[src/rtl/controlador_registrador_coluna_pkg.sv]
// Shared encodings for the column-register sequencer: FSM states, bank mux
// selects and the user speed-switch codes.
package pkg_registrador_coluna;

  typedef enum logic [1:0] {
    OCIOSO     = 2'b00,
    CARREGANDO = 2'b01,
    DESLOCANDO = 2'b10,
    PAUSADO    = 2'b11
  } estado_t;

  localparam logic [1:0] SEL_CARGA   = 2'b00;
  localparam logic [1:0] SEL_DESLOCA = 2'b01;

  localparam logic [1:0] MODO_ESTATICO = 2'b00;
  localparam logic [1:0] MODO_LENTO    = 2'b01;
  localparam logic [1:0] MODO_MEDIO    = 2'b10;
  localparam logic [1:0] MODO_RAPIDO   = 2'b11;

endpackage

[src/rtl/controlador_registrador_coluna_divisor.sv]
// Shift-tick prescaler: counts 0..periodo-1 while enabled and flags the
// terminal count; a count left above a shortened period ticks at once.
module divisor_deslocamento #(
  parameter int LARGURA = 4
) (
  input  logic               clock,
  input  logic               reset_n,
  input  logic               habilita,
  input  logic               limpa,
  input  logic [LARGURA-1:0] periodo,
  output logic               tick
);

  logic [LARGURA-1:0] contagem_q;
  logic [LARGURA-1:0] contagem_d;

  // ">=" rather than "==" so a speed-up that strands the count past the new
  // terminal value still produces a tick instead of waiting for overflow.
  assign tick = habilita && !limpa && (contagem_q >= (periodo - LARGURA'(1)));

  always_comb begin
    contagem_d = contagem_q;
    if (limpa) begin
      contagem_d = '0;
    end else if (habilita) begin
      contagem_d = tick ? '0 : contagem_q + LARGURA'(1);
    end
  end

  always_ff @(posedge clock or negedge reset_n) begin
    if (!reset_n) begin
      contagem_q <= '0;
    end else begin
      contagem_q <= contagem_d;
    end
  end

endmodule

[src/rtl/controlador_registrador_coluna.sv]
// Column-bank sequencer: one-cycle parallel load, then timed circular shifts
// at a switch-selected speed, with pause and back-to-back reload per revolution.
module controlador_registrador_coluna
  import pkg_registrador_coluna::*;
#(
  parameter int DIVISOR     = 8,
  parameter int NUM_COLUNAS = 5
) (
  input  logic       clock,
  input  logic       reset_n,
  input  logic [1:0] chave_modo,
  input  logic       iniciar,
  input  logic       pausar,
  input  logic       carga_pronta,
  output logic       sel_ch1,
  output logic       sel_ch0,
  output logic       habilita_registro,
  output logic       carga_aceita,
  output logic       volta_completa,
  output logic [2:0] deslocamentos,
  output logic       ocupado
);

  localparam int LARGURA = $clog2(DIVISOR) + 1;

  estado_t            estado_q, estado_d;
  logic [1:0]         sel_q, sel_d;
  logic               habilita_q, habilita_d;
  logic               aceita_q, aceita_d;
  logic               volta_q, volta_d;
  logic [2:0]         desl_q, desl_d;
  logic               ocupado_q, ocupado_d;

  logic [LARGURA-1:0] periodo;
  logic               habilita_div;
  logic               limpa_div;
  logic               tick;
  logic               ultima_coluna;

  always_comb begin
    case (chave_modo)
      MODO_MEDIO:  periodo = LARGURA'(DIVISOR / 2);
      MODO_RAPIDO: periodo = LARGURA'(DIVISOR / 4);
      default:     periodo = LARGURA'(DIVISOR);
    endcase
  end

  // Prescaler only advances when the shift branch actually wins priority.
  assign habilita_div  = (estado_q == DESLOCANDO) && (chave_modo != MODO_ESTATICO) && !pausar;
  assign limpa_div     = (estado_q == CARREGANDO);
  assign ultima_coluna = (desl_q == 3'(NUM_COLUNAS - 1));

  divisor_deslocamento #(
    .LARGURA (LARGURA)
  ) u_divisor (
    .clock    (clock),
    .reset_n  (reset_n),
    .habilita (habilita_div),
    .limpa    (limpa_div),
    .periodo  (periodo),
    .tick     (tick)
  );

  always_comb begin
    estado_d   = estado_q;
    sel_d      = sel_q;
    habilita_d = 1'b0;
    aceita_d   = 1'b0;
    volta_d    = 1'b0;
    desl_d     = desl_q;
    ocupado_d  = (estado_q != OCIOSO);

    case (estado_q)
      OCIOSO: begin
        if (iniciar && carga_pronta) begin
          estado_d = CARREGANDO;
        end
      end

      CARREGANDO: begin
        sel_d      = SEL_CARGA;
        habilita_d = 1'b1;
        aceita_d   = 1'b1;
        desl_d     = '0;
        estado_d   = (chave_modo != MODO_ESTATICO) ? DESLOCANDO : OCIOSO;
      end

      DESLOCANDO: begin
        if (chave_modo == MODO_ESTATICO) begin
          estado_d = OCIOSO;
        end else if (pausar) begin
          estado_d = PAUSADO;
        end else if (tick) begin
          sel_d      = SEL_DESLOCA;
          habilita_d = 1'b1;
          if (ultima_coluna) begin
            desl_d  = '0;
            volta_d = 1'b1;
            // Reload chains directly after the revolution's last shift.
            if (carga_pronta) begin
              estado_d = CARREGANDO;
            end
          end else begin
            desl_d = desl_q + 3'd1;
          end
        end
      end

      PAUSADO: begin
        if (chave_modo == MODO_ESTATICO) begin
          estado_d = OCIOSO;
        end else if (!pausar) begin
          estado_d = DESLOCANDO;
        end
      end

      default: estado_d = OCIOSO;
    endcase
  end

  always_ff @(posedge clock or negedge reset_n) begin
    if (!reset_n) begin
      estado_q   <= OCIOSO;
      sel_q      <= SEL_CARGA;
      habilita_q <= 1'b0;
      aceita_q   <= 1'b0;
      volta_q    <= 1'b0;
      desl_q     <= '0;
      ocupado_q  <= 1'b0;
    end else begin
      estado_q   <= estado_d;
      sel_q      <= sel_d;
      habilita_q <= habilita_d;
      aceita_q   <= aceita_d;
      volta_q    <= volta_d;
      desl_q     <= desl_d;
      ocupado_q  <= ocupado_d;
    end
  end

  assign sel_ch1           = sel_q[1];
  assign sel_ch0           = sel_q[0];
  assign habilita_registro = habilita_q;
  assign carga_aceita      = aceita_q;
  assign volta_completa    = volta_q;
  assign deslocamentos     = desl_q;
  assign ocupado           = ocupado_q;

endmodule
[config.mk]
export PLATFORM = sky130hd
export DESIGN_NAME = controlador_registrador_coluna
export DESIGN_NICKNAME = d
export VERILOG_FILES = /design/src/rtl/controlador_registrador_coluna_pkg.sv /design/src/rtl/controlador_registrador_coluna_divisor.sv /design/src/rtl/controlador_registrador_coluna.sv
export SDC_FILE = /design/constraint.sdc
export NUM_CORES = 1
export LEC_CHECK = 0
export CAP_MARGIN = 20
export CORE_UTILIZATION = 51
export CTS_CLUSTER_SIZE = 30
export DETAILED_ROUTE_END_ITERATION = 10
export GPL_TIMING_DRIVEN = 0
export PLACE_DENSITY = 0.79
export REMOVE_ABC_BUFFERS = 1
export SYNTH_ARGS = -nofsm -noshare
export SYNTH_HDL_FRONTEND = slang
export SYNTH_SLANG_ARGS = --single-unit
[constraint.sdc]
create_clock -name clock -period 1.8 [get_ports clock]
set_input_delay 0.36 -clock clock [delete_from_list [all_inputs] [get_ports clock]]
set_output_delay 0.36 -clock clock [all_outputs]
set_load 0.005 [all_outputs]
* After elaboration in Yosys (flattened, before gate mapping)
Index checks and enable logic that the tools add are counted.
** Operators by class
- Equal/unequal tests :: 14
- Add/sub/neg operators :: 3
- Magnitude comparators :: 1
- Reductions and logical operators :: 15
- Mux-type cells :: 33
** Operators with widths (count)
- 2-bit 2-to-1 mux :: 12
- 3-bit 2-to-1 mux :: 4
- 4-bit 2-to-1 mux :: 3
- 1-bit 2-to-1 mux :: 9
- 2-bit equality test, second input constant :: 4
- 4-bit by 3-bit inequality test with 1-bit output, second input constant :: 2
- 2-bit one-hot mux with 4 select lines :: 1
- 4-bit one-hot mux with 2 select lines :: 1
- 2-bit nonzero test :: 4
- 2-bit inequality test, second input constant :: 3
- 3-bit one-hot mux with 2 select lines :: 1
- 1-bit logical AND :: 5
- 5-bit AND reduction :: 1
- 4-bit by 1-bit adder with 4-bit output, second input constant :: 1
- 4-bit greater-or-equal comparator :: 1
- 2-bit zero test :: 2
- 4-bit by 2-bit inequality test with 1-bit output, second input constant :: 1
- 2-bit one-hot mux with 2 select lines :: 1
- 4-bit AND reduction :: 1
- 4-bit by 1-bit subtractor with 4-bit output, second input constant :: 1
- 3-bit by 1-bit adder with 3-bit output, second input constant :: 1
- 3-bit equality test, second input constant :: 1
- 3-bit inequality test, second input constant :: 1
- 2-bit by 1-bit equality test with 1-bit output, second input constant :: 1
- 3 further kinds :: 4
** Storage, ports and cells
- Register bits after elaboration :: 15
- Input port bits :: 7
- Output and inout bits :: 9

* Depth between registers and ports, before layout
Gate-level depths: netlist of the first run.
- Depth in word-level cells :: 9
- Depth in mapped cells :: 8

* Modules after synthesis
Synthesis of the first run repeated with hierarchy kept, for this count alone.
** Unflattened totals
- Cells, all modules :: 94
- Area total of the unflattened synthesis :: 959.7 um^2
** By module, submodules not included
- controlador_registrador_coluna :: cells an instance 56, area each 585.6 um^2, instances 1, sequential area each 250.2 um^2
- divisor_deslocamento :: cells an instance 38, area each 374.1 um^2, instances 1, sequential area each 100.1 um^2

* Least setup slack after synthesis of the first run
No wires, ideal clock.
- Path type :: input-to-reg
- From :: input port chave_modo[1]
- To :: register estado_q[1]
- Arrival time :: 1994 ps
- Stages :: 8
- Slack :: -319 ps
- Cells stage by stage :: or2b_1 ha_1 xor2_1 ha_1 a21oi_1 o21ai_2 a21oi_2 mux2_4
** On the way
- Longest elaborated chain between the ends :: 7
** Ends and longest elaborated chain
- start: declaration :: RTL line controlador_registrador_coluna.sv:11 : input logic [1:0] chave_modo,
- 2-bit equality test or 2-bit nonzero test (tied branches) :: RTL line controlador_registrador_coluna.sv:41, controlador_registrador_coluna.sv:49, controlador_registrador_coluna.sv:85
- 4-bit one-hot mux with 2 select lines or 1-bit logical AND (tied branches) :: RTL line controlador_registrador_coluna.sv:41, controlador_registrador_coluna.sv:49
- 4-bit by 1-bit subtractor with 4-bit output or 1-bit logical AND (tied branches) :: RTL line controlador_registrador_coluna_divisor.sv:19, controlador_registrador_coluna.sv:49
- 4-bit greater-or-equal comparator or 1-bit logical AND (tied branches) :: RTL line controlador_registrador_coluna_divisor.sv:19 : assign tick = habilita && !limpa && (contagem_q >= (periodo - LARGURA'(1)));
- 1-bit logical AND :: RTL line controlador_registrador_coluna_divisor.sv:19
- 4-bit by 2-bit inequality test with 1-bit output (no source line)
- 5-bit AND reduction (no source line)
- end signal: assignment :: RTL line controlador_registrador_coluna.sv:131 : estado_q <= estado_d;
- end: declaration :: RTL line controlador_registrador_coluna.sv:26 : estado_t estado_q, estado_d;
Several ways; a longest one is shown, not always the timed one.
A chain may end at the register's enable or synchronous reset.

* Final worst setup path of the first run
- From :: input port chave_modo[0]
- To :: register estado_q[1]
The elaborated chain is that of the path after synthesis.

==> results of run 1 <==
==> per-layer routing <==
layer	vias up	share of wire [%]	wire length [µm]
met5	-	0	0
met4	0	0.61	12
met1	384	41	802
met3	2	3.9	76
li1	375	-	-
met2	15	55	1077
==> layout make-up <==
cell class	count	area share, %
Multi-Input combinational cell	66	48.37
Timing Repair Buffer	22	17.44
Tap cell	25	2.463
Sequential cell	14	27.59
Inverter	8	2.365
Clock buffer	3	1.773
==> timing repair <==
item,CTS,global route
resized for setup,17,11
buffers inserted,4,4
endpoints found under the setup margin,12,12
pin swaps,5,5
==> state kept, by name (all words and copies together) (netlist names) <==
| name | flops |
|---|---|
| estado_q | 2 |
| ocupado | 1 |
| volta_completa | 1 |
| carga_aceita | 1 |
| habilita_registro | 1 |
| u_divisor.contagem_q | 4 |
| sel_q | 1 |
| deslocamentos | 3 |
==> through the flow <==
stage                     area [µm²]  power, mW  utilization, %  setup TNS, ns  hold WS [ns]
after detailed placement        1104     0.8550           63.91         -11.11        0.4680
final                           1270      1.070           73.55        -0.8776        0.4663
after global placement          1104     0.8460           63.91         -10.53        0.4682
after floorplan                932.1     0.7051               -         -2.005       0.06441
after global routing            1270      1.146           73.55         -1.696        0.5141
after CTS                       1174      1.039           67.97        -0.6446        0.4858
==> path summary, 6_finish.rpt <==
path	to	startpoint	slack (ns)	cells past startpoint
setup reg to reg	volta_completa	estado_q[0]	-0.08	7
max in group asynchronous	deslocamentos[1]	reset_n	0.94	1
setup / recovery	estado_q[1]	chave_modo[0]	-0.17	9
min in group clock	sel_q[0]	sel_q[0]	0.49	1
hold / removal	u_divisor.contagem_q[3]	reset_n	0.47	1
hold reg to reg	sel_q[0]	sel_q[0]	0.49	1
==> where the power goes <==
group | switching (mW) | internal, mW | leakage (nW)
clock network | 0.0895 | 0.0775 | 0.0138
registers | 0.0353 | 0.372 | 0.187
logic | 0.257 | 0.238 | 0.361
==> worst register-to-register path: cells and delay by family (launching register included) <==
| family | cells | cell delay [ns] |
|---|---|---|
| simple gates | 4 | 0.91 |
| flops | 1 | 0.40 |
| fa+ha+maj | 1 | 0.27 |
| buf+inv | 2 | 0.25 |
==> logic make-up after synthesis <==
logic type | count (synthesis) | synth area share [%]
AOI/OAI and AO/OA | 24 | 19.97
DFF | 14 | 37.28
muxes | 4 | 4.926
xor gates and xnor gates | 1 | 0.9323
other | 1 | 0.3991
buffers and inverters | 9 | 3.995
and+or+nand+nor | 24 | 16.51
adders and majority gates | 12 | 15.98
==> cells in the final DEF, fill, tap and decap left out, types with 2 or more instances in the layout <==
cell type / instances
o21a_1: 2
dfrtp_1: 14
a211oi_1: 2
ha_1: 10
a21boi_0: 2
clkdlybuf4s50_1: 12
nand2b_1: 2
ha_2: 2
clkbuf_4: 3
nand2_1: 2
a21oi_2: 2
buf_4: 5
inv_1: 8
buf_8: 2
nor2b_1: 2
nand3_1: 4
mux2i_1: 2
nor3_4: 2
a21oi_1: 4
buf_6: 3
nor3_1: 2
==> impl_metrics.env, run 1 <==
export IMPL_setup_ws_ns=-0.1687
export IMPL_fin_cells=138
export IMPL_netlist_area_um2=939.7
export IMPL_worstSkewPairLatency_ns=0.27
export IMPL_cts_sinks=14
export IMPL_crit_chain="buf_8 -> or2b_1 -> ha_2 -> xor2_1 -> ha_1 -> a21oi_2 -> o21ai_4 -> a21oi_2 -> mux2_4"
export IMPL_track_usage_pct=20.30
export IMPL_yosys_area_top_type="dfrtp_1"
export IMPL_clockBufferDepth=2
export IMPL_rsz0062_at_grt="true"
export IMPL_endpoint_kind="flip-flop"
export IMPL_die_w_um=44.93
export IMPL_worstPathRequired_ns=1.96
export IMPL_io_buffers=14
export IMPL_power_density_mw_per_mm2=842.2
export IMPL_synth_edff_count=0
export IMPL_setup_viol_count_final=11
export IMPL_grt_pass1_vias=711
export IMPL_maxSlewHeadroom_pct=58.93
export IMPL_diodes=0
export IMPL_grt_busiest_layer="met2"
export IMPL_status="finished with violations"
export IMPL_max_vdd_ir_drop_mv=0.6007
export IMPL_io_pins=16
export IMPL_path_buf_inv=1
export IMPL_wl_per_cell_um=14.26
export IMPL_critPathKind="primary input to flip-flop"
export IMPL_cts_htree_levels=1
export IMPL_synth_cells=89
export IMPL_synth_common_cells="dfrtp_1, ha_1, inv_1, a21oi_1, nand3_1"
export IMPL_tightest_slew_ns=0.6141
export IMPL_grt_use_met2_pct=36.23
export IMPL_synth_top_area_share_pct=37.28
export IMPL_ys_ff_latch=14
export IMPL_ys_flop_type="dfrtp_1"
export IMPL_grt_max_degree=15
export IMPL_synthArstFlopShare_pct=100.0
export IMPL_clk_pin_slew_ns=0.07
export IMPL_slowest_delay_ns=0.32
export IMPL_clock_skew_ns=0.001753
export IMPL_post_drt_via_cell_ratio=5.623
export IMPL_cts_root_buf="clkbuf_4"
export IMPL_synthesis_yosys_warnings=0
export IMPL_drtIter0Drc=4
export IMPL_vias=776
export IMPL_report_final_hold_viol_count=0
export IMPL_grt_use_met3_pct=6.000
export IMPL_core_mm2=0.001727
export IMPL_leakage_nw=0.5617
export IMPL_route_detailed_drc=0
export IMPL_place_ws_ns=-1.087
export IMPL_antenna_found_initial=0
export IMPL_cts_buffers=3
export IMPL_clock_fmax_mhz=507.9
export IMPL_ys_types=39
export IMPL_nets=134
export IMPL_drt_total_wl_um=1968
export IMPL_regArea_um2=350.3
export IMPL_critPathArrivalTime_ns=2.13
export IMPL_postCtsHoldBufs=0
export IMPL_startpoint_type="primary input"
export IMPL_synth_yosys_seq_area_share_pct=37.28
export IMPL_place_gp_congestion=0.8194
export IMPL_maxCapViolations=0
export IMPL_crit_path_top_delay_cell="mux2_4"
export IMPL_path_delay_family="compound AO/OA/AOI/OAI gates"
export IMPL_synth_most_common_cell="dfrtp_1"
export IMPL_fin_crit_ns=1.969
export IMPL_antenna_left=0
export IMPL_start_util_pct=54.42
export IMPL_cp_max_fo=4
export IMPL_yosys_top_cells_area="dfrtp_1, ha_1, inv_1, a21oi_1, nand3_1"
export IMPL_area_growth_pct=35.15
export IMPL_grt_ovfl_total=0
export IMPL_min_path_type="primary input to asynchronous set/reset pin"
export IMPL_use_met1_pct=23.43
export IMPL_post_synth_cell_area_avg_um2=10.56
export IMPL_grt_pass1_wl_um=2960
export IMPL_violations="setup timing"
export IMPL_fillers=126
export IMPL_placementRows=15
export IMPL_cts_tree="done"
export IMPL_dp_hpwl_um=1324
export IMPL_fin_crit_sh_pct=109.4
export IMPL_multi_input_area_um2=614.3
export IMPL_die_y_um=44.93
export IMPL_die_area_mm2=0.002018
export IMPL_place_inst=127
export IMPL_maxSlewViolCount=0
export IMPL_path_common_cell="a21oi_2"
export IMPL_drtPass1Iterations=2
export IMPL_layout_drive_gt1_share_pct=27.43
No activity file was read; power rests on OpenSTA's default activity.
==> run 2, diff against run 1 <==
--- a/config.mk
+++ b/config.mk
@@ -5,12 +5,13 @@
 export SDC_FILE = /design/constraint.sdc
 export NUM_CORES = 1
 export LEC_CHECK = 0
+export ABC_AREA = 1
 export CAP_MARGIN = 20
 export CORE_UTILIZATION = 51
 export CTS_CLUSTER_SIZE = 30
 export DETAILED_ROUTE_END_ITERATION = 10
 export GPL_TIMING_DRIVEN = 0
-export PLACE_DENSITY = 0.79
+export PLACE_DENSITY = 0.8
 export REMOVE_ABC_BUFFERS = 1
 export SYNTH_ARGS = -nofsm -noshare
 export SYNTH_HDL_FRONTEND = slang
==> run 2 against run 1 <==
  * The flow now finishes without violations
  * Final cell count unchanged
  * First-iteration DRC count grew to 5.0 times the previous value
  * Die area shrank 3.3%
  * Register-to-register slack gained 0.21 ns
  * Critical endpoint unchanged
  * Highest routed layer unchanged
  * Critical path depth increased by 6
  * Critical path type unchanged
==> impl_metrics.env, run 2 <==
export IMPL_status="completed"
export IMPL_start_util_pct=57.54
export IMPL_startpoint_type="primary input"
export IMPL_synthArstFlopShare_pct=100.0
export IMPL_grt_pass1_wl_um=2918
export IMPL_core_mm2=0.001577
export IMPL_grt_pass1_vias=715
export IMPL_critPathKind="primary input to flip-flop"
export IMPL_post_synth_cell_area_avg_um2=8.893
export IMPL_cts_tree="done"
export IMPL_dp_hpwl_um=1247
export IMPL_pwr_share_comb_pct=45.0
export IMPL_yosys_area_top_type="dfrtp_1"
export IMPL_maxSlewHeadroom_pct=57.84
export IMPL_met3_wirelength_um=71
export IMPL_min_path_type="primary input to asynchronous set/reset pin"
export IMPL_clockBufferDepth=2
export IMPL_clock_fmax_mhz=589.4
export IMPL_cts_root_buf="clkbuf_4"
export IMPL_p_sw_share_pct=38.17
export IMPL_drtIter0Drc=20
export IMPL_setup_tns_final_ns=0
export IMPL_fin_crit_sh_pct=94.26
export IMPL_routed_wl_met2_um=868
export IMPL_die_y_um=44.18
export IMPL_antenna_left=0
export IMPL_final_common_cell="nand2_1"
export IMPL_yosys_top_cells_area="dfrtp_1, ha_1, nand2_1, inv_1, nand3_1"
export IMPL_largest_reg_flops=4
export IMPL_place_inst=131
export IMPL_cts_htree_levels=1
export IMPL_layout_drive_gt1_share_pct=19.67
export IMPL_track_usage_pct=20.53
export IMPL_report_final_hold_viol_count=0
export IMPL_vias=756
export IMPL_die_w_um=44.18
export IMPL_nets=143
export IMPL_cts_buffers=3
export IMPL_grt_ovfl_total=0
export IMPL_clk_pin_slew_ns=0.08
export IMPL_synth_top_area_share_pct=38.62
export IMPL_rsz0062_at_grt="false"
export IMPL_synthesis_yosys_warnings=0
export IMPL_synth_most_common_cell="nand2_1"
export IMPL_post_drt_via_cell_ratio=5.478
export IMPL_setup_ws_ns=0.1034
export IMPL_clock_skew_ns=0.002290
export IMPL_synth_yosys_seq_area_share_pct=38.62
export IMPL_leakage_nw=0.6278
export IMPL_place_gp_congestion=0.7983
export IMPL_drtPass1Iterations=4
export IMPL_postCtsHoldBufs=0
export IMPL_cts_sinks=14
export IMPL_top_register="u_divisor.contagem_q"
export IMPL_max_vdd_ir_drop_mv=0.4749
export IMPL_placementRows=14
export IMPL_route_detailed_drc=0
export IMPL_critical_path_startpoint="chave_modo[0]"
export IMPL_antenna_found_initial=0
export IMPL_ys_types=24
export IMPL_seqPwrFrac_pct=39.4
export IMPL_maxSlewViolCount=0
export IMPL_grt_max_degree=15
export IMPL_clkPwrFrac_pct=15.7
export IMPL_synth_cells=102
export IMPL_place_ws_ns=-0.7024
export IMPL_setup_viol_count_final=0
export IMPL_io_buffers=14
export IMPL_reg2reg_from="estado_q[0]"
export IMPL_maxCapViolations=0
export IMPL_netlist_area_um2=907.1
export IMPL_p_int_mw=0.6677
export IMPL_ys_ff_latch=14
export IMPL_diodes=0
export IMPL_tightest_slew_ns=0.6305
export IMPL_fin_cells=138
export IMPL_layout_common_cells="nand2_1, inv_1, dfrtp_1"
export IMPL_area_growth_pct=25.93
export IMPL_synth_edff_count=0
export IMPL_fin_crit_ns=1.697
export IMPL_worstSkewPairLatency_ns=0.27
export IMPL_met1_length_um=770
export IMPL_critPathArrivalTime_ns=1.86
export IMPL_power_density_mw_per_mm2=945.3
export IMPL_io_pins=16
export IMPL_endpoint_kind="flip-flop"
export IMPL_synth_common_cells="nand2_1, inv_1, dfrtp_1, ha_1, nand3_1"
export IMPL_fillers=118
export IMPL_worstPathRequired_ns=1.96
export IMPL_wl_per_cell_um=12.64
export IMPL_highest_layer="met4"
export IMPL_p_total_mw=1.080
export IMPL_cp_max_fo=3
export IMPL_die_area_mm2=0.001951
export IMPL_drt_total_wl_um=1744
export IMPL_p_sw_mw=0.4122
export IMPL_ys_flop_type="dfrtp_1"
## run 2: cell count changes after synthesis, sizes merged, moves of 3 or more
cell	previous run	this run
nor3	4	0
inv	8	18
o21ai	1	6
o21a	3	0
nand2	2	27
a21oi	6	2
nand4	0	3
## run 2: cell type report
cell class	instances	area, µm²	area share [%]
multi-input combinational	69	521.8	45.67
tap	16	20.02	1.752
sequential	14	350.3	30.67
timing repair buffer	18	160.2	14.02
clock buffer	3	22.52	1.972
inverter	18	67.56	5.915
## run 2: what timing repair did
item                                    4_1_cts  5_1_grt
pin swaps                                     4        4
resized for setup                            12        5
endpoints found under the hold margin         0        0
endpoints found under the setup margin       12        6
buffers inserted                              2        2
## run 2: final timing paths
check                      cells past startpoint                       to  slack [ns]
max                                           15              estado_q[1]        0.10
min                                            1  u_divisor.contagem_q[0]        0.48
max reg2reg                                    9              estado_q[1]        0.13
min reg2reg                                    2                 sel_q[0]        0.48
max in group asynchronous                      1              estado_q[1]        0.92
min in group clock                             2                 sel_q[0]        0.48
## run 2: critical path, cell delays in order
cell	delay, ns
clkbuf_2	0.11
inv_2	0.06
nand2_1	0.05
ha_2	0.16
xor2_1	0.13
ha_1	0.33
nand2_1	0.06
inv_1	0.06
nand2_2	0.07
nand2_4	0.10
nand4_4	0.09
nand2_4	0.08
nand2_2	0.05
nand2_1	0.07
nand2_1	0.06
## run 2: cell families after synthesis
kind of cell             count (synthesis)  share of synthesized area, %
buffers and inverters                   19                         8.276
other                                    1                        0.4134
flip-flops                              14                         38.62
AND/OR/NAND/NOR                         40                         24.69
AO/OA/AOI/OAI                           12                         7.587
adder cells (fa/ha/maj)                 12                         16.55
XOR/XNOR                                 4                         3.863
## run 2: routing by layer
| metal | track usage [%] | vias up |
|---|---|---|
| li1 | - | 363 |
| met1 | 24.74 | 364 |
| met2 | 35.59 | 25 |
| met3 | 2.041 | 4 |
| met4 | 11.52 | 0 |
| met5 | 0 | - |
## run 2: per-stage QoR
step / hold WS [ns] / utilization (%) / instance area [µm²]
2_1_floorplan: 0.06441 / - / 899.6
3_3_place_gp: 0.4693 / 67.22 / 1060
3_5_place_dp: 0.4663 / 67.22 / 1060
4_1_cts: 0.4844 / 71.27 / 1124
5_1_grt: 0.5263 / 72.46 / 1142
6_report: 0.4764 / 72.46 / 1142
## run 2: power groups by stage
stage | clock network (mW) | registers, mW | logic [mW]
5_1_grt | 0.180 | 0.432 | 0.540
4_1_cts | 0.171 | 0.425 | 0.476
2_1_floorplan | 0 | 0.427 | 0.296
3_3_place_gp | 0 | 0.428 | 0.447
3_5_place_dp | 0 | 0.431 | 0.467
6_report | 0.169 | 0.425 | 0.486
==> run 3, diff against run 2 <==
--- a/config.mk
+++ b/config.mk
@@ -11,7 +11,7 @@
 export CTS_CLUSTER_SIZE = 30
 export DETAILED_ROUTE_END_ITERATION = 10
 export GPL_TIMING_DRIVEN = 0
-export PLACE_DENSITY = 0.8
+export PLACE_DENSITY_LB_ADDON = 0.12
 export REMOVE_ABC_BUFFERS = 1
 export SYNTH_ARGS = -nofsm -noshare
 export SYNTH_HDL_FRONTEND = slang
==> run 3 against run 2 <==
  * The run now ends with DRC left
  * Sequential share of layout area barely moved
  * Design area fell by 0.11%
  * Clock power rose by 32%
  * Total power rose by 3.7%
  * Utilization fell by 0.079 points
  * First-iteration DRC count fell by 50%
  * Sequential cell count did not move
  * Non-clock buffer count fell by 2
  * Global-route usage fell by 1.6 points
  * Critical path depth fell by 1
  * Sequential power barely moved
  * Critical endpoint unchanged
  * Largest power group unchanged
  * Highest routed layer unchanged
==> impl_metrics.env, run 3 (synthesis gave the netlist of run 2 again) <==
export IMPL_status="finished with violations"
export IMPL_violations="DRC"
export IMPL_power_density_mw_per_mm2=981.0
export IMPL_maxSlewViolCount=0
export IMPL_crit_chain="buf_2 -> nand2_2 -> ha_2 -> xor2_1 -> ha_1 -> nand2_1 -> inv_1 -> nand2_2 -> nand2_4 -> nand4_4 -> nand2_4 -> nand2_2 -> nand2_1 -> nand2_1"
export IMPL_clock_fmax_mhz=605.2
export IMPL_max_vdd_ir_drop_mv=0.7723
export IMPL_nets=141
export IMPL_met3_wirelength_um=62
export IMPL_cts_root_buf="clkbuf_4"
export IMPL_die_area_mm2=0.001951
export IMPL_place_gp_congestion=0.7987
export IMPL_post_drt_via_cell_ratio=5.226
export IMPL_place_inst=131
export IMPL_final_common_cell="nand2_1"
export IMPL_setup_viol_count_final=0
export IMPL_clockBufferDepth=2
export IMPL_drtIter0Drc=10
export IMPL_drtPass1Iterations=7
export IMPL_fin_crit_sh_pct=91.80
export IMPL_reg2reg_from="estado_q[0]"
export IMPL_min_path_type="primary input to asynchronous set/reset pin"
export IMPL_met1_length_um=713
export IMPL_rr_worst_depth=9
export IMPL_diodes=0
export IMPL_endpoint_kind="flip-flop"
export IMPL_largest_reg_flops=4
export IMPL_grt_ovfl_total=0
export IMPL_die_y_um=44.18
export IMPL_rr_endpoint="estado_q[1]"
export IMPL_critPathKind="primary input to flip-flop"
export IMPL_clk_pin_slew_ns=0.09
export IMPL_drt_total_wl_um=1536
export IMPL_track_usage_pct=18.96
export IMPL_report_final_hold_viol_count=0
export IMPL_antenna_left=0
export IMPL_routed_wl_met2_um=742
export IMPL_cts_buffers=3
export IMPL_postCtsHoldBufs=0
export IMPL_slowest_delay_ns=0.33
export IMPL_cts_sinks=14
export IMPL_fin_cells=137
export IMPL_dp_hpwl_um=1177
export IMPL_grt_max_degree=15
export IMPL_layout_common_cells="nand2_1, inv_1, dfrtp_1"
export IMPL_antenna_found_initial=0
export IMPL_die_w_um=44.18
export IMPL_cts_htree_levels=1
export IMPL_leakage_nw=0.6260
export IMPL_maxSlewHeadroom_pct=60.15
export IMPL_top_register="u_divisor.contagem_q"
export IMPL_critPathArrivalTime_ns=1.83
export IMPL_crit_path_top_delay_cell="ha_1"
export IMPL_tightest_slew_ns=0.5959
export IMPL_grt_pass1_wl_um=2746
export IMPL_cts_tree="done"
export IMPL_area_growth_pct=25.79
export IMPL_cp_max_fo=4
export IMPL_worstSkewPairLatency_ns=0.28
export IMPL_fillers=131
export IMPL_io_pins=16
export IMPL_placementRows=14
export IMPL_io_buffers=14
export IMPL_post_route_util_pct=72.38
export IMPL_vias=716
export IMPL_core_mm2=0.001577
export IMPL_grt_pass1_vias=653
export IMPL_maxCapViolations=0
export IMPL_setup_tns_final_ns=0
export IMPL_wl_per_cell_um=11.21
export IMPL_clock_skew_ns=0.006598
export IMPL_route_detailed_drc=1
export IMPL_rsz0062_at_grt="false"
export IMPL_worstPathRequired_ns=1.97
export IMPL_layout_drive_gt1_share_pct=19.01
export IMPL_highest_layer="met4"
export IMPL_start_util_pct=57.54
export IMPL_rrSetupSlack_ns=0.21
export IMPL_fin_crit_ns=1.652
export IMPL_startpoint_type="primary input"
-- run 3: cell types whose count changed in the layout (fill, tap and decap cells not counted) --
cell	previous run	this run
buf_4	4	2
clkbuf_8	0	1
-- run 3: cell type report --
class	count	area, µm²	share of cell area [%]
Clock buffer	4	36.28	3.180
Inverter	18	67.56	5.921
Multi-Input combinational cell	69	521.8	45.72
Sequential cell	14	350.3	30.70
Tap cell	16	20.02	1.754
Timing Repair Buffer	16	145.1	12.72
-- run 3: worst max path at each step --
| stage | from | end | slack [ns] | cells after the start |
|---|---|---|---|---|
| after floorplan | chave_modo[0] | estado_q[0] | -0.04 | 14 |
| after global placement | chave_modo[1] | estado_q[0] | -0.62 | 14 |
| after detailed placement | chave_modo[1] | deslocamentos[0] | -0.67 | 11 |
| after CTS | chave_modo[0] | estado_q[1] | 0.02 | 15 |
| after global routing | chave_modo[0] | estado_q[1] | 0.02 | 15 |
| final | chave_modo[1] | estado_q[1] | 0.15 | 14 |
-- run 3: where the power goes --
| part | total, mW | switching (mW) | internal (mW) |
|---|---|---|---|
| registers | 0.423 | 0.0442 | 0.379 |
| clock network | 0.223 | 0.100 | 0.123 |
| logic | 0.473 | 0.264 | 0.209 |
| total | 1.12 | 0.408 | 0.711 |
-- run 3: routing by layer --
metal  GRT usage (%)  vias up
met1           27.46      328
met5               0        -
met4           9.091        0
met3           1.224        2
met2           28.82       23
li1                -      363
-- run 3: worst max-delay path: cells and delay by family --
kind	cells	cell delay (ns)
buffers and inverters	2	0.19
AND/OR/NAND/NOR	9	0.62
XOR/XNOR	1	0.14
adder cells (fa/ha/maj)	2	0.51
-- run 3: metrics by stage --
stage	cell area [µm²]	hold WS (ns)	power, mW	setup WS (ns)
floorplan	899.6	0.06441	0.7232	-0.04439
global placement	1060	0.4703	0.8788	-0.6186
detailed placement	1060	0.4752	0.8891	-0.6695
CTS	1127	0.4774	1.118	0.01747
global route	1141	0.5087	1.215	0.01808
finish	1141	0.4485	1.119	0.1477
-- run 3: what timing repair did --
| item | CTS | global route |
|---|---|---|
| setup endpoints to repair | 12 | 9 |
| pin swaps | 4 | 5 |
| buffers inserted | 2 | 0 |
| gates resized for setup | 10 | 7 |
==> variant (settings of run 2) <==
Set the parameter `DIVISOR` to 16 (it was 8).
--- a/src/rtl/controlador_registrador_coluna.sv
+++ b/src/rtl/controlador_registrador_coluna.sv
@@ -4,5 +4,5 @@
   import pkg_registrador_coluna::*;
 #(
-  parameter int DIVISOR     = 8,
+  parameter int DIVISOR     = 16,
   parameter int NUM_COLUNAS = 5
 ) (
Check against the original RTL: not equivalent (a bounded check fails within 10 cycles, from zero or initial values and one cycle with reset_n low).
==> variant against run 2 <==
  * Synthesized area is 8.1% higher
  * Global-route usage is 1.4 points higher
  * Setup slack worse by 0.038 ns
  * Critical endpoint is now deslocamentos[2]$_DFFE_PN0P_
  * Total power is 1.8% lower
  * Combinational power is 9.5% lower
  * Register-to-register slack better by 0.08 ns
  * Sequential cell count is 1 higher
  * Sequential power hardly changed
  * Core utilization is 0.52 points higher
  * Routed wire length is 12% higher
  * Sequential share of layout area is 1.5 points lower
  * Largest power group unchanged
  * Cell area is 13% higher
  * Final cell count is 17% higher
==> variant: results (changes against run 2) <==
\begin{tabular}{lr}
\hline
Metric & Value \\
\hline
\multicolumn{2}{l}{\textbf{Logic synthesis}} \\
Share of async-settable or async-resettable flops after synthesis & 100.0\% (unchanged) \\
Most common library cells after synthesis & 22 x nand2\_1, 16 x inv\_1, 15 x dfrtp\_1, 12 x ha\_1, 8 x nor2\_1 (was 22 x nand2\_1, 17 x inv\_1, 14 x dfrtp\_1, 12 x ha\_1, 6 x nand3\_1) \\
Register area share after synthesis & 38.27\% (was 38.62\%) \\
Leading cell types by total area after synthesis & dfrtp\_1 38\%, ha\_1 15\%, nand2\_1 8.4\% (was dfrtp\_1 39\%, ha\_1 17\%, nand2\_1 9.1\%) \\
Cell variety after synth & 24 (unchanged) \\
\multicolumn{2}{l}{\textbf{Critical path}} \\
Arrival time at the worst endpoint & 1.92 ns (was 1.86 ns) \\
CP max FO & 4 (was 3) \\
Delay of the slowest cell on the worst path & 0.22 ns (was 0.33 ns) \\
Slowest library cell on the worst path & ha\_4 (was ha\_1) \\
\multicolumn{2}{l}{\textbf{Power}} \\
LEAKAGE & 0.6566 nW (was 0.6278 nW) \\
Maximum resistive drop on vdd & 0.0006841 V (was 0.0004749 V) \\
\multicolumn{2}{l}{\textbf{Final layout}} \\
Filler cell count in the final layout & 136 (was 118) \\
Max reg flops & 5 (was 4) \\
Fin nets & 157 (was 143) \\
Fraction of layout cells with a size suffix above 1 & 26.28\% (was 19.67\%) \\
\multicolumn{2}{l}{\textbf{Clocking}} \\
Root buffer cell & clkbuf\_4 (unchanged) \\
Number of levels the H-tree was split into & 1 (unchanged) \\
Number of buffers created by CTS & 3 (unchanged) \\
Clock-pin slew on the worst setup and hold paths & 0.10 ns (was 0.08 ns) \\
Latest clock arrival within the worst-skew pair & 0.29 ns (was 0.27 ns) \\
Maximum buffer depth of the clock tree & 2 (unchanged) \\
\multicolumn{2}{l}{\textbf{GRT}} \\
Initial antenna violation count & 0 (unchanged) \\
Wire length of the first global-routing pass & 3.153 mm (was 2.918 mm) \\
Via count of the first global-routing pass & 738 (was 715) \\
Largest net degree at the start of global routing & 16 (was 15) \\
Global-route total usage across every layer & 21.90\% (was 20.53\%) \\
\multicolumn{2}{l}{\textbf{Drt}} \\
First-pass iteration count of the detailed router & 4 (unchanged) \\
Total via count after detailed routing & 781 (was 756) \\
Per-cell routed wire length & 12.10 um (was 12.64 um) \\
Initial drt markers & 16 (was 20) \\
\multicolumn{2}{l}{\textbf{Placement}} \\
Post-placement worst setup slack & -0.7074 ns (was -0.7024 ns) \\
Detailed placer's ending HPWL & 1.371 mm (was 1.247 mm) \\
IO buf count & 14 (unchanged) \\
Weighted congestion at the end of routability-driven global placement & 0.7865 (was 0.7983) \\
\multicolumn{2}{l}{\textbf{Worst hold path}} \\
Worst min-delay path category & in2async (unchanged) \\
\multicolumn{2}{l}{\textbf{STA}} \\
Worst Tran Pin Value & 0.6644 ns (was 0.6305 ns) \\
Final setup skew & 0.008328 ns (was 0.002290 ns) \\
\multicolumn{2}{l}{\textbf{Status}} \\
Outcome & finished clean (unchanged) \\
\hline
\end{tabular}
variant: through the flow:
step	instances	hold WS [ns]	cell area, um2
after global placement	151	0.4835	1145
after CTS	159	0.5003	1221
after detailed placement	151	0.4965	1145
after global routing	162	0.5425	1287
after floorplan	112	0.06441	973.4
final	162	0.4671	1287
variant: worst max-delay path, delay by kind of cell:
kind,cells,cell delay (ns)
simple gates,4,0.39
fa+ha+maj,2,0.38
compound gates,3,0.31
buf+inv,2,0.28
xor+xnor,1,0.17
variant: layer usage:
layer  GRT usage (%)  routed length, um  up-vias
met5               0                  0        -
met1           26.78                830      360
li1                -                  -      406
met2           35.77               1039       11
met3           2.778                 47        4
met4           14.12                 44        0
variant: path summary, 6_finish.rpt:
| kind | to | from | slack [ns] | cells after the start |
|---|---|---|---|---|
| setup / recovery | deslocamentos[2]$_DFFE_PN0P_ | chave_modo[1] | 0.07 | 12 |
| hold reg to reg | sel_q[0]$_DFFE_PN0P_ | sel_q[0]$_DFFE_PN0P_ | 0.51 | 2 |
| max in group asynchronous | estado_q[1]$_DFFE_PN0P_ | reset_n | 0.90 | 1 |
| setup reg to reg | estado_q[0]$_DFFE_PN0P_ | estado_q[0]$_DFFE_PN0P_ | 0.21 | 9 |
| min in group clock | sel_q[0]$_DFFE_PN0P_ | sel_q[0]$_DFFE_PN0P_ | 0.51 | 2 |
| hold / removal | volta_completa$_DFF_PN0_ | reset_n | 0.47 | 1 |
variant: timing repair:
action,4_1_cts,5_1_grt
setup endpoints to repair,13,5
endpoints found under the hold margin,0,0
gates resized for setup,14,10
pin swaps,6,8
setup buffers,4,3
variant: kinds of logic after synthesis:
family / synth area share, %
flops: 38.27
other cells: 0.3823
xor+xnor: 3.572
compound gates: 8.673
simple gates: 26.15
fa+ha+maj: 15.31
buf+inv: 7.654
variant: final cells by class:
class,instances,share of cell area [%]
Multi-Input combinational cell,79,46.45
Sequential cell,15,29.15
Timing Repair Buffer,21,14.58
Inverter,18,5.248
Tap cell,25,2.430
Clock buffer,3,1.749
Clock inverter,1,0.3887
variant: power by group:
group	leakage [nW]	total (W)	switching (W)	internal (W)
registers	0.202	0.000425	0.0000343	0.000391
logic	0.437	0.000440	0.000248	0.000192
clock network	0.0177	0.000195	0.000112	0.0000826
total	0.657	0.00106	0.000395	0.000665
